$ cat src/rtl/l2pa_layer_seq.sv
// Layer sequencer for the L2PA: for each layer it clears the zero-history registers,
// steps the memShare instances in pre-V2C permutation mode, then drives the ROM load enables.
module l2pa_layer_seq #(
  parameter int SHIFT_LENGTH           = 5,
  parameter int MAX_MEMSHARE_INSTANCES = 3,
  parameter int LAYER_NUM              = 4,
  parameter int LAYER_W                = 2,
  parameter int INST_W                 = 2
) (
  input  logic                    sys_clk,
  input  logic                    rstn,
  input  logic                    start_i,
  input  logic                    stall_i,
  input  logic                    abort_i,
  output logic [LAYER_W-1:0]      shiftRom_addr_o,
  input  logic [SHIFT_LENGTH-1:0] shiftRom_data_i,
  output logic                    is_preV2CPerm_o,
  output logic [SHIFT_LENGTH-1:0] shiftROM_load_en_o,
  output logic                    preV2CPerm_l2pa_rstn_o,
  output logic [INST_W-1:0]       memShare_inst_o,
  output logic                    busy_o,
  output logic                    done_o
);

  localparam logic [LAYER_W-1:0] LAST_LAYER = LAYER_W'(LAYER_NUM - 1);
  localparam logic [INST_W-1:0]  LAST_INST  = INST_W'(MAX_MEMSHARE_INSTANCES - 1);

  typedef enum logic [2:0] {
    IDLE     = 3'd0,
    PRE_RST  = 3'd1,
    PRE_PERM = 3'd2,
    MSG_PASS = 3'd3,
    DONE     = 3'd4
  } state_t;

  state_t                  state,     state_nxt;
  logic [LAYER_W-1:0]      layer_cnt, layer_nxt;
  logic [INST_W-1:0]       inst_cnt,  inst_nxt;
  logic [SHIFT_LENGTH-1:0] pat_p0,    pat_nxt;

  // State, counter and pattern registers
  always_ff @(posedge sys_clk or negedge rstn) begin
    if (!rstn) begin
      state     <= IDLE;
      layer_cnt <= '0;
      inst_cnt  <= '0;
      pat_p0    <= '0;
    end else begin
      state     <= state_nxt;
      layer_cnt <= layer_nxt;
      inst_cnt  <= inst_nxt;
      pat_p0    <= pat_nxt;
    end
  end

  always_comb begin
    state_nxt = state;
    layer_nxt = layer_cnt;
    inst_nxt  = inst_cnt;
    pat_nxt   = pat_p0;
    unique case (state)
      IDLE: begin
        layer_nxt = '0;
        inst_nxt  = '0;
        if (start_i) state_nxt = PRE_RST;
      end
      PRE_RST: begin
        inst_nxt  = '0;
        state_nxt = PRE_PERM;
      end
      PRE_PERM: begin
        if (!stall_i) begin
          // ROM data for this layer lands one cycle after the PRE_RST address
          if (inst_cnt == '0) pat_nxt = shiftRom_data_i;
          if (inst_cnt == LAST_INST) begin
            inst_nxt  = '0;
            state_nxt = MSG_PASS;
          end else begin
            inst_nxt  = inst_cnt + 1'b1;
          end
        end
      end
      MSG_PASS: begin
        if (!stall_i) begin
          if (layer_cnt == LAST_LAYER) begin
            state_nxt = DONE;
          end else begin
            layer_nxt = layer_cnt + 1'b1;
            state_nxt = PRE_RST;
          end
        end
      end
      DONE: begin
        layer_nxt = '0;
        state_nxt = IDLE;
      end
      default: begin
        state_nxt = IDLE;
      end
    endcase
    // Abort overrides every transition, including stall holds
    if (abort_i) begin
      state_nxt = IDLE;
      layer_nxt = '0;
      inst_nxt  = '0;
    end
  end

  // Outputs decoded from registered state; load enables are also masked by stall
  // so a stalled message-pass cycle never loads the combiner twice.
  assign shiftRom_addr_o        = layer_cnt;
  assign is_preV2CPerm_o        = (state == PRE_PERM);
  assign preV2CPerm_l2pa_rstn_o = (state != PRE_RST);
  assign memShare_inst_o        = (state == PRE_PERM) ? inst_cnt : '0;
  assign busy_o                 = (state != IDLE);
  assign done_o                 = (state == DONE);
  assign shiftROM_load_en_o     = ((state == MSG_PASS) && !stall_i) ? pat_p0 : '0;

endmodule

$ cat config.mk
export PLATFORM = sky130hd
export DESIGN_NAME = l2pa_layer_seq
export DESIGN_NICKNAME = d
export VERILOG_FILES = /design/src/rtl/l2pa_layer_seq.sv
export SDC_FILE = /design/constraint.sdc
export NUM_CORES = 1
export LEC_CHECK = 0
export BUFFER_PORTS_ARGS = -buffer_cell sky130_fd_sc_hd__buf_2
export CAP_MARGIN = 20
export CORE_MARGIN = 8
export CORE_UTILIZATION = 51
export CTS_BUF_LIST = sky130_fd_sc_hd__clkbuf_4 sky130_fd_sc_hd__clkbuf_8 sky130_fd_sc_hd__clkbuf_16
export CTS_CLUSTER_SIZE = 8
export DETAILED_ROUTE_END_ITERATION = 10
export GPL_ROUTABILITY_DRIVEN = 1
export GPL_TIMING_DRIVEN = 0
export PLACE_DENSITY = 0.91
export SLEW_MARGIN = 25
export SYNTH_ARGS = -nofsm -noshare
export SYNTH_HDL_FRONTEND = slang
export SYNTH_SLANG_ARGS = --single-unit
$ cat constraint.sdc
create_clock -name sys_clk -period 3.2 [get_ports sys_clk]
set_input_delay 0.32 -clock sys_clk [delete_from_list [all_inputs] [get_ports sys_clk]]
set_output_delay 0.32 -clock sys_clk [all_outputs]
set_load 0.01 [all_outputs]
==> summary.txt, run 1 <==
Die
  • Core area: 1280 um2
  • Die extent in y: 52.6 um
  • Die area: 2770 um2
  • # rows: 13
  • Io pins: 23
  • Initial core utilization: 53.3%
  • Die Span X: 52.6 um

Place
  • PortBufs: 22
  • RePlAce Congestion: 0.802
  • Dpl hpwl: 1170 um
  • Placed cells: 99

Logic synthesis
  • Largest family of logic cells by synthesized area: simple AND/OR/NAND/NOR gates
  • Syn nets: 73
  • Post-synthesis simple-gate area fraction: 29.1%
  • Ranking of synthesized cells by area: dfrtp_1 (44%), mux2_4 (11%), and2_1 (5.5%)
  • Mux cell area share after synthesis: 11.0%
  • Adder and majority gate portion of the synthesized area: 1.83%
  • Ys flop type: dfrtp_1
  • Post-synthesis area per instance: 11.0 um2
  • XOR/XNOR share of the synthesized area: 0%
  • Cell Area, Synth: 684 um2
  • Synthesized instance count: 62
  • Largest area contributor in the netlist: dfrtp_1
  • Yosys top cell area share: 43.9%
  • Compound-cell area share of the yosys netlist: 10.4%
  • Post-synth EDFFs: 0
  • Post-synth ARST share: 100%
  • Register area share after synthesis: 43.9%
  • Synthesized flop and latch total: 12
  • Unique masters post-synth: 27
  • Yosys warning count: 0

Finish
  • Most common cell after layout, fill and taps aside: buf_2
  • N_diodes: 0
  • Finished Layout Cells: 104
  • Layout cells sized above 1: 41.6%
  • Fin nets: 101
  • Area delta synth->final: 25.6%
  • Most frequent cells in the layout: buf_2 (22), dfrtp_1 (12), nor2_1 (6), and2_1 (6)

Critical path
  • CP required: 2.88 ns
  • CP Capture Type: output port
  • CP Max Fanout: 10
  • Startpoint types: register
  • Arrival time worst endpoint: 1.40 ns
  • Crit Path Category: reg2out

Clock tree
  • CTS tree: yes
  • H-tree depth: 1
  • Clock Tree Root: clkbuf_4
  • Worst-case clock buffer depth: 2
  • Reg clk slew, reported paths: 0.08 ns
  • Sinks on the clock net: 12
  • Clock latency on the worst-skew pair: 0.27 ns
  • Num CTS Buffers: 3

Power
  • Peak supply drop: 0.000247 V
  • Power Density: 478 nW/um2
  • Total Power: 0.411 mW
  • Leakage: 0.464 nW

Timing
  • RSZ-0062 raised after global routing: no
  • Clock skew: 0.00475 ns
  • Worst slew margin: 80.4%
  • Max Fclk: 0.580 GHz
  • Final setup fails: 0
  • Final Hold Violating Endpoints: 0
  • Final worst-path cycle share: 53.8%
  • Tmin final: 1.72 ns
  • Max-slew violation count: 0
  • Setup TNS Final: 0 ns
  • Worst-Margin Slew: 0.294 ns

Global route
  • Vias in the first global route: 581
  • Antenna violations before repair: 0
  • Total congestion overflow: 0
  • Largest net degree at the start of global routing: 13
  • GRT Overall Usage: 12.4%
  • First-pass GRT wire length: 2590 um

Routing
  • # DRC: 0
  • Detailed Routing Iterations Pass 1: 4
  • Final WL: 1500 um
  • Initial DRC count: 11
  • Via count: 560
  • Routed length per placed instance: 14.4 um
  • DR vias/cell: 5.38
  • Final ANT Viol Nets: 0

Job
  • Max-cap violation count: 0

Run status
  • Status: finished clean

Hold path
  • Hold Crit Class: in2reg
cell usage after synthesis, drive strengths merged, types with 2 or more instances:
cell     n
dfrtp   12
nor2     6
nand2    3
inv      2
and2     7
buf      2
nand3b   2
a22o     2
a21boi   2
o21ai    5
nor2b    2
mux2     5
kinds of logic after synthesis:
family,Yosys count
adder cells (fa/ha/maj),1
multiplexers,5
AO/OA/AOI/OAI,11
AND/OR/NAND/NOR,29
flip-flops,12
buffers and inverters,4
per-layer routing:
metal / wire [um] / vias to the layer above / track usage, %
met1: 616 / 264 / 13.8
met5: 0 / - / 0
li1: - / 274 / -
met4: 11 / 0 / 5.17
met3: 137 / 2 / 4.83
met2: 736 / 20 / 20.4
state kept, by name, summed over array words and instances, names as in the netlist:
register and cells:
pat_p0 5, state 3, inst_cnt 2, shiftRom_addr_o 2
power by group:
part / switching, mW / total, mW / internal [mW]
Sequential: 0.0153 / 0.196 / 0.181
Clock: 0.0504 / 0.119 / 0.0691
Combinational: 0.0363 / 0.0948 / 0.0585
Total: 0.102 / 0.411 / 0.309
path summary, 6_finish.rpt:
check                                       from                        endpoint  slack [ns]  cells past startpoint
max                         state[0]$_DFFE_PN0P_              memShare_inst_o[0]        1.48                      4
min                                      abort_i            state[1]$_DFFE_PN0P_        0.25                      2
max reg2reg                 state[0]$_DFFE_PN0P_           pat_p0[0]$_DFFE_PN0P_        1.76                      4
min reg2reg                pat_p0[1]$_DFFE_PN0P_           pat_p0[1]$_DFFE_PN0P_        0.51                      1
max in group asynchronous                   rstn  shiftRom_addr_o[1]$_DFFE_PN0P_        2.54                      2
min in group asynchronous                   rstn         inst_cnt[0]$_DFFE_PN0P_        0.45                      2
stage by stage:
stage	setup WS [ns]	hold WS [ns]	area, um2	util [%]
4_1_cts	1.46	0.239	860	66.9
6_report	1.48	0.251	860	66.9
5_1_grt	1.39	0.231	860	66.9
2_1_floorplan	1.80	0.0244	684	-
3_5_place_dp	1.77	0.208	813	63.3
3_3_place_gp	1.80	0.204	813	63.3
critical path, stage by stage (launching register included):
cell	delay [ns]
dfrtp_1	0.37
buf_4	0.17
nor3b_4	0.29
and2_2	0.18
buf_2	0.12
area by class of cell:
class / count / area [um2]
Sequential cell: 12 / 300
Multi-Input combinational cell: 46 / 358
Timing Repair Buffer: 23 / 120
Tap cell: 15 / 18.8
Fill cell: 98 / 425
Clock buffer: 4 / 36.3
Buffer: 2 / 18.8
Inverter: 2 / 7.51
timing repair:
action                     4_1_cts  5_1_grt
gates resized for setup          0        0
hold buffers                     1        0
setup buffers                    0        0
hold endpoints to repair        12        0
setup endpoints to repair        0        0
No activity file was read; power rests on OpenSTA's default activity.
==> inputs of run 2 (changes only) <==
--- a/config.mk
+++ b/config.mk
@@ -8,13 +8,13 @@
 export BUFFER_PORTS_ARGS = -buffer_cell sky130_fd_sc_hd__buf_2
 export CAP_MARGIN = 20
 export CORE_MARGIN = 8
-export CORE_UTILIZATION = 51
+export CORE_UTILIZATION = 43
 export CTS_BUF_LIST = sky130_fd_sc_hd__clkbuf_4 sky130_fd_sc_hd__clkbuf_8 sky130_fd_sc_hd__clkbuf_16
 export CTS_CLUSTER_SIZE = 8
 export DETAILED_ROUTE_END_ITERATION = 10
 export GPL_ROUTABILITY_DRIVEN = 1
 export GPL_TIMING_DRIVEN = 0
-export PLACE_DENSITY = 0.91
+export PLACE_DENSITY = 0.83
 export SLEW_MARGIN = 25
 export SYNTH_ARGS = -nofsm -noshare
 export SYNTH_HDL_FRONTEND = slang
==> constraint.sdc (replaced) <==
create_clock -name sys_clk -period 1.4 [get_ports sys_clk]
set_input_delay 0.14 -clock sys_clk [delete_from_list [all_inputs] [get_ports sys_clk]]
set_output_delay 0.14 -clock sys_clk [all_outputs]
set_load 0.01 [all_outputs]
==> summary.txt, run 2 (synthesis results as in run 1) <==
Clock tree
  • Clock latency on the worst-skew pair: 0.28 ns
  • Num CTS Buffers: 3
  • CTS tree: yes
  • Sinks on the clock net: 12
  • Clock Tree Root: clkbuf_4
  • Worst-case clock buffer depth: 2
  • Reg clk slew, reported paths: 0.08 ns
  • H-tree depth: 1

Place
  • RePlAce Congestion: 0.782
  • PortBufs: 22
  • Dpl hpwl: 1140 um
  • Post-place setup slack: -0.0238 ns
  • Placed cells: 100

Hold path
  • Hold path cells: 2
  • Hold Crit Class: in2reg
  • Hold_sp: abort_i

Global route
  • Total congestion overflow: 0
  • GRT Overall Usage: 9.92%
  • Vias in the first global route: 611
  • Antenna violations before repair: 0
  • Largest net degree at the start of global routing: 13
  • First-pass GRT wire length: 2570 um

Power
  • Combinational power share: 24.1%
  • Peak supply drop: 0.000610 V
  • Cell Int Power: 0.724 mW
  • Leakage: 0.494 nW
  • Total Power: 0.978 mW
  • Clock group share of total power: 28.9%
  • Register share of total power: 47.0%
  • Psw: 0.254 mW
  • Sw frac: 26.0%
  • Power Density: 1030 nW/um2

Timing
  • Hold WS: 0.0746 ns
  • Final worst-path cycle share: 106%
  • Final Hold Violating Endpoints: 0
  • Max Fclk: 0.673 GHz
  • Worst slew margin: 82.2%
  • Clock skew: 0.00385 ns
  • Max-slew violation count: 0
  • Setup TNS Final: -0.380 ns
  • Tmin final: 1.49 ns
  • Final setup fails: 5
  • Worst-Margin Slew: 0.264 ns
  • RSZ-0062 raised after global routing: yes
  • Worst Slack Setup Final: -0.0865 ns

Routing
  • Final ANT Viol Nets: 0
  • Routed length per placed instance: 14.5 um
  • Detailed Routing Iterations Pass 1: 4
  • Via count: 589
  • Final WL: 1590 um
  • Initial DRC count: 12
  • # DRC: 0
  • DR vias/cell: 5.35

Finish
  • Most frequent cells in the layout: buf_2 (19), dfrtp_1 (9), buf_4 (6)
  • Finished Layout Cells: 110
  • Layout cells sized above 1: 52.1%
  • N_diodes: 0
  • Area delta synth->final: 38.9%
  • Most common cell after layout, fill and taps aside: buf_2
  • Fin nets: 106
  • Max reg flops: 5
  • Largest regs: pat_p0: 5 flops, state: 3 flops
  • Reg with most FFs: pat_p0

Die
  • Core area: 1510 um2
  • Initial core utilization: 45.4%
  • Die Span X: 55.9 um
  • Io pins: 23
  • Die area: 3120 um2
  • Die extent in y: 55.9 um
  • # rows: 14

Job
  • Max-cap violation count: 0

Critical path
  • CP Capture Type: output port
  • Worst reg2reg path depth: 4
  • CP required: 1.26 ns
  • Critical path origin: state[2]$_DFFE_PN0P_
  • FF-to-FF Start: state[2]$_DFFE_PN0P_
  • Arrival time worst endpoint: 1.35 ns
  • Crit Path Category: reg2out
  • Startpoint types: register
  • CP Max Fanout: 6

Run status
  • Failing checks: negative setup slack
  • Status: finished, violations left
run 2: cell count changes in the layout (fill, tap and decap cells not counted), sizes merged:
cell,previous run,this run
buf,24,29
run 2: critical path, cell delays in order (launching register included):
cell	delay [ns]
dfrtp_2	0.44
and4bb_2	0.37
and2_1	0.14
buf_2	0.12
run 2: per-layer routing:
layer	routed length [um]	vias up	part of all wire, %	track usage (%)
met1	649	283	41	10.4
met2	814	17	51	17.3
met3	92	4	5.8	2.28
met5	0	-	0	0
met4	35	0	2.2	6.19
li1	-	285	-	-
run 2: worst paths after layout:
kind	to	slack, ns
max reg2reg	pat_p0[0]$_DFFE_PN0P_	0.01
max in group asynchronous	state[2]$_DFFE_PN0P_	0.89
min	state[1]$_DFFE_PN0P_	0.07
min in group asynchronous	shiftRom_addr_o[0]$_DFFE_PN0P_	0.27
max	shiftROM_load_en_o[2]	-0.09
min reg2reg	pat_p0[0]$_DFFE_PN0P_	0.51
run 2: power by group through the flow:
stage,logic (mW),registers (mW),clock network [mW]
final,0.236,0.460,0.283
after global routing,0.255,0.472,0.302
after CTS,0.238,0.450,0.287
after detailed placement,0.215,0.453,0
after global placement,0.207,0.454,0
after floorplan,0.164,0.443,0
run 2: per-stage QoR:
step / util, % / instance area [um2]
after floorplan: - / 684
after global placement: 54.1 / 815
after detailed placement: 54.1 / 815
after CTS: 60.5 / 911
after global routing: 63.1 / 951
final: 63.1 / 951
run 2: area by class of cell:
class	instances	area, um2
Fill cell	121	556
Multi-Input combinational cell	46	388
Sequential cell	12	304
Timing Repair Buffer	30	195
Clock buffer	4	36.3
Tap cell	16	20.0
Inverter	2	7.51
run 2: what timing repair did:
action | 4_1_cts | 5_1_grt
gates resized for setup | 6 | 9
endpoints found under the hold margin | 12 | 0
hold buffers | 1 | 0
buffers inserted | 4 | 3
pin swaps | 8 | 4
endpoints found under the setup margin | 13 | 16
